`config.mk`:
```
export PLATFORM = sky130hd
export DESIGN_NAME = seq_divider
export DESIGN_NICKNAME = d
export VERILOG_FILES = /design/src/rtl/seq_divider.sv
export SDC_FILE = /design/constraint.sdc
export NUM_CORES = 1
export LEC_CHECK = 0
export CAP_MARGIN = 20
export CORE_MARGIN = 2
export CORE_UTILIZATION = 55
export CTS_BUF_LIST = sky130_fd_sc_hd__clkbuf_8
export DETAILED_ROUTE_END_ITERATION = 8
export HOLD_SLACK_MARGIN = 0.15
export PLACE_DENSITY = 0.78
export SLEW_MARGIN = 20
export SYNTH_ARGS = -nofsm -noshare
export SYNTH_HDL_FRONTEND = slang
export SYNTH_SLANG_ARGS = --single-unit
```
`constraint.sdc`:
```
create_clock -name clk -period 3.5 [get_ports clk]
set_input_delay 0.875 -clock clk [delete_from_list [all_inputs] [get_ports clk]]
set_output_delay 0.875 -clock clk [all_outputs]
set_load 0.05 [all_outputs]
```
`src/rtl/seq_divider.sv`:
```
// -----------------------------------------------------------------------------
// seq_divider
//   Multi-cycle restoring radix-2 integer divider implementing MIPS DIV (signed)
//   and DIVU (unsigned). One trial subtraction per clock, fixed latency of
//   WIDTH+2 cycles from the accepted start to the done pulse, including the
//   divide-by-zero case.
//
// Parameters
//   WIDTH        operand/result width in bits (>= 2)
//
// Ports
//   clk          rising-edge clock
//   rst          synchronous reset, active-high
//   start        request pulse, accepted only in IDLE or DONE
//   is_signed    1 = DIV (two's complement), 0 = DIVU
//   dividend     A operand, sampled with start
//   divisor      B operand, sampled with start
//   busy         high while a division is in flight (DIVIDE, FIXUP)
//   done         one-cycle pulse, results valid
//   quotient     LO result
//   remainder    HI result
//   div_by_zero  divisor was zero; valid with done and held afterwards
// -----------------------------------------------------------------------------
module seq_divider #(
  parameter int WIDTH = 32
) (
  input  logic             clk,
  input  logic             rst,
  input  logic             start,
  input  logic             is_signed,
  input  logic [WIDTH-1:0] dividend,
  input  logic [WIDTH-1:0] divisor,
  output logic             busy,
  output logic             done,
  output logic [WIDTH-1:0] quotient,
  output logic [WIDTH-1:0] remainder,
  output logic             div_by_zero
);

  localparam int CW = $clog2(WIDTH);
  localparam logic [CW-1:0] LAST_COUNT = CW'(WIDTH - 1);
  localparam logic [WIDTH-1:0] ONE = WIDTH'(1);

  typedef enum logic [1:0] {
    IDLE,
    DIVIDE,
    FIXUP,
    DONE
  } state_t;

  state_t           state;
  logic [CW-1:0]    count;
  logic [WIDTH-1:0] rem_reg;
  logic [WIDTH-1:0] quo_reg;
  logic [WIDTH-1:0] div_mag;
  logic [WIDTH-1:0] orig_dividend;
  logic             sign_q;
  logic             sign_r;
  logic             zero_div;

  // Operand magnitudes; the most negative value maps onto itself, which is
  // exactly its magnitude when read as an unsigned WIDTH-bit number.
  logic             a_neg;
  logic             b_neg;
  logic [WIDTH-1:0] a_mag;
  logic [WIDTH-1:0] b_mag;

  assign a_neg = is_signed & dividend[WIDTH-1];
  assign b_neg = is_signed & divisor[WIDTH-1];
  assign a_mag = a_neg ? (~dividend + ONE) : dividend;
  assign b_mag = b_neg ? (~divisor + ONE) : divisor;

  // One restoring step: shift the next dividend bit into the partial
  // remainder and subtract the divisor magnitude with one extra bit so the
  // top bit acts as the borrow / sign of the trial result.
  logic [WIDTH:0] partial;
  logic [WIDTH:0] trial;

  assign partial = {rem_reg, quo_reg[WIDTH-1]};
  assign trial   = partial - {1'b0, div_mag};

  // Negated results for the signed fix-up
  logic [WIDTH-1:0] quo_neg;
  logic [WIDTH-1:0] rem_neg;

  assign quo_neg = ~quo_reg + ONE;
  assign rem_neg = ~rem_reg + ONE;

  always_ff @(posedge clk) begin
    if (rst) begin
      state         <= IDLE;
      count         <= '0;
      rem_reg       <= '0;
      quo_reg       <= '0;
      div_mag       <= '0;
      orig_dividend <= '0;
      sign_q        <= 1'b0;
      sign_r        <= 1'b0;
      zero_div      <= 1'b0;
      busy          <= 1'b0;
      done          <= 1'b0;
      quotient      <= '0;
      remainder     <= '0;
      div_by_zero   <= 1'b0;
    end else begin
      case (state)
        IDLE, DONE: begin
          done <= 1'b0;
          if (start) begin
            quo_reg       <= a_mag;
            div_mag       <= b_mag;
            orig_dividend <= dividend;
            sign_q        <= a_neg ^ b_neg;
            sign_r        <= a_neg;
            zero_div      <= (divisor == '0);
            div_by_zero   <= 1'b0;
            rem_reg       <= '0;
            count         <= LAST_COUNT;
            busy          <= 1'b1;
            state         <= DIVIDE;
          end else begin
            state <= IDLE;
          end
        end

        DIVIDE: begin
          // A clear borrow bit means the trial fits: keep it and set the q bit
          if (!trial[WIDTH]) begin
            rem_reg <= trial[WIDTH-1:0];
            quo_reg <= {quo_reg[WIDTH-2:0], 1'b1};
          end else begin
            rem_reg <= partial[WIDTH-1:0];
            quo_reg <= {quo_reg[WIDTH-2:0], 1'b0};
          end
          count <= count - CW'(1);
          if (count == '0) begin
            state <= FIXUP;
          end
        end

        FIXUP: begin
          // Divide-by-zero still spends the full latency so timing never
          // depends on operand values.
          if (zero_div) begin
            quotient    <= '1;
            remainder   <= orig_dividend;
            div_by_zero <= 1'b1;
          end else begin
            quotient    <= sign_q ? quo_neg : quo_reg;
            remainder   <= sign_r ? rem_neg : rem_reg;
            div_by_zero <= 1'b0;
          end
          busy  <= 1'b0;
          done  <= 1'b1;
          state <= DONE;
        end

        default: begin
          state <= IDLE;
          busy  <= 1'b0;
          done  <= 1'b0;
        end
      endcase
    end
  end

endmodule

```
==> metrics.yaml <==
initial_utilization_pct: 56.2
rr_worst_depth: 13
grt_pass1_vias: 11100
worst_path_largest_cell_delay_ns: 0.38
slew_viol_final: 0
cts_tree: "yes"
min_from: "orig_dividend[20]"
drt-vias-per-instance: 5.89
dieArea_sq_um: 23600
fin_hold_ws_ns: 0.454
critPathMaxFanout: 33
drt_iter0_drc: 1130
max_freq_ghz: 0.306
clk_latency_ns: 0.54
power_uw: 9390
synth_top_area_share_pct: 33.3
timing.critical_path.buf_inv: 2
ctsHoldBuffers: 0
ys_top_cells_by_count: "nand2_1 (263), dfxtp_1 (205), nor2_1 (155)"
grt.total_usage_pct: 28.7
synthesis.area_sq_um: 12300
ant_nets: 0
seq_area_frac_synth_pct: 33.3
cts_buffers: 38
rows: 54
powerDensity_nw_per_um2: 636
skew_ns: 0.0210
endpoint_kind: "flip-flop"
status: "finished clean"
clock_sinks: 205
placed_cells: 1971
final_nets: 1841
io_pins: 135
cts_setup_buffers: 0
postPlaceCellArea_sq_um: 14000
core_region_area_sq_um: 21900
io_buffers: 134
tightest_slew_ns: 1.11
path_clk_slew_ns: 0.06
p_leak_uw: 0.00571
grt_pass1_wl_um: 56300
instances_no_fill: 2035
areaGrowthSynthToFinish_pct: 20.0
n_antenna_cell: 0
arrival_ns: 3.69
rsz0062_at_grt: "false"
r2r_slack_ns: 0.23
reg2reg_from: "quo_reg[31]"
setup_viol: 0
synth_edf_count: 0
finalCritPeriodShare_pct: 93.4
dp.final_hpwl_um: 25000
wl_per_cell_um: 17.0
yosysTopAreaCell: "dfxtp_1"
hold_viol: 0
crit_path_start_kind: "flip-flop"
grt_max_degree: 154
path_cells: "inv_1 > ha_1 > fa_1 > nand2b_1 > a21oi_1 > o21ai_0 > a21oi_2 > o31ai_1 > o21ai_2 > xor2_4 > buf_12 > nand2_1 > a32o_1"
hold_class: "reg -> reg"
maxCapViolCount: 0
required_ns: 3.92
fp.dieW_um: 154
synth_async_sr_flop_share_pct: 0
avgSynthCellArea_sq_um: 7.67
ys_top_cells_by_area: "dfxtp_1 (33%), nand2_1 (8.0%), xnor2_1 (5.3%), xor2_1 (5.0%), nor2_1 (4.7%)"
grt_overflow_total: 0
min_to: "orig_dividend[20]"
cts_buffer_depth: 3
ys.warnings.count: 0
crit_path_top_delay_cell: "fa_1"
netlist_instances: 1606
whs_path_depth: 2
synth_ff_type: "dfxtp_1"
finalCriticalPeriod_ns: 3.27
gp_congestion: 0.905
critPathTopFamily: "compound AO/OA/AOI/OAI gates"
synth_cell_types: 68
fin_util_pct: 67.5
drive_gt1_share_pct: 7.35
fin_area_sq_um: 14800
synth.most_common_cell: "nand2_1"
h-tree-depth: 2
synthesis.nets: 1716
reg2reg_to: "rem_reg[1]"
drc_errors: 0
antenna_found_initial: 0
critPathKind: "reg -> reg"
die_y_um: 154
synth-seq-cells: 205
slew_headroom_pct: 26.2
root_buffer: "clkbuf_8"
first_pass_iters: 5
totalWireLength_um: 34600
vias: 12000
vdd.ir_drop.worst_mv: 0.379
-- stage by stage --
stage	setup TNS, ns	setup slack [ns]
final	0	0.231
after global routing	0	0.0206
after CTS	0	0.208
after detailed placement	-0.101	-0.0776
after global placement	0	0.0293
after floorplan	0	0.555
-- layout make-up --
class,instances,area [sq um]
clock buffer,44,606
multi-input combinational,1240,7560
timing repair buffer,189,1800
fill,1861,7120
inverter,57,214
sequential,205,4110
tap,280,350
clock inverter,20,139
-- layout by cell type (no fill, tap or decap), types with 10 or more instances in the layout --
master           synthesis  final
ha_1                    41     40
nor2_1                 155    154
and3_1                  14     14
o22ai_1                 38     38
a21oi_1                116    114
nand2b_1                10     10
buf_4                    2     52
o21ai_0                 85     85
inv_1                   56     71
a31oi_1                 27     27
mux2i_1                 42     42
xor2_1                  70     70
o31ai_1                 34     34
or3_1                   22     22
clkbuf_8                 4     44
nand3_1                 44     44
dfxtp_1                205    204
a211oi_1                35     35
nor3_1                  37     37
a32oi_1                 11     11
xnor2_1                 75     75
clkdlybuf4s50_1          0    133
nand2_1                263    263
-- worst max-delay path by stage --
stage | startpoint | to | slack, ns | cells past startpoint
4_1_cts | quo_reg[31] | rem_reg[1] | 0.21 | 13
6_report | quo_reg[31] | rem_reg[1] | 0.23 | 13
5_1_grt | quo_reg[31] | rem_reg[5] | 0.02 | 13
3_5_place_dp | dividend[9] | quo_reg[28] | -0.08 | 8
3_3_place_gp | dividend[9] | quo_reg[26] | 0.03 | 9
2_1_floorplan | dividend[9] | quo_reg[25] | 0.56 | 8
-- power by group --
part / internal, uW / switching (uW)
combinational: 1430 / 2510
sequential: 2780 / 369
clock: 1290 / 1010
-- repair_timing --
item | in CTS | in global routing
setup endpoints to repair | 0 | 8
gates resized for setup | 0 | 1
hold endpoints to repair | 0 | 0
-- routing by layer --
layer,global-route usage [%],wire [um]
met3,4.82,2360
met2,45.3,15600
met5,0,0
met1,40.2,15700
met4,9.13,904
-- cells by family (layout without fill, tap and decap cells) --
logic type | Yosys count | in the layout | synth area share (%)
mux | 42 | 42 | 3.41
xor+xnor | 146 | 146 | 10.4
flops | 205 | 205 | 33.3
compound gates | 409 | 409 | 21.0
fa+ha+maj | 42 | 42 | 4.33
buf+inv | 161 | 310 | 5.50
simple gates | 601 | 601 | 22.0
-- worst min-delay path, cell delays in order, from the launching register on --
cell and delay (ns):
dfxtp_1 0.30, nand2_1 0.05, a21oi_1 0.05
No activity file was read; power rests on OpenSTA's default activity.
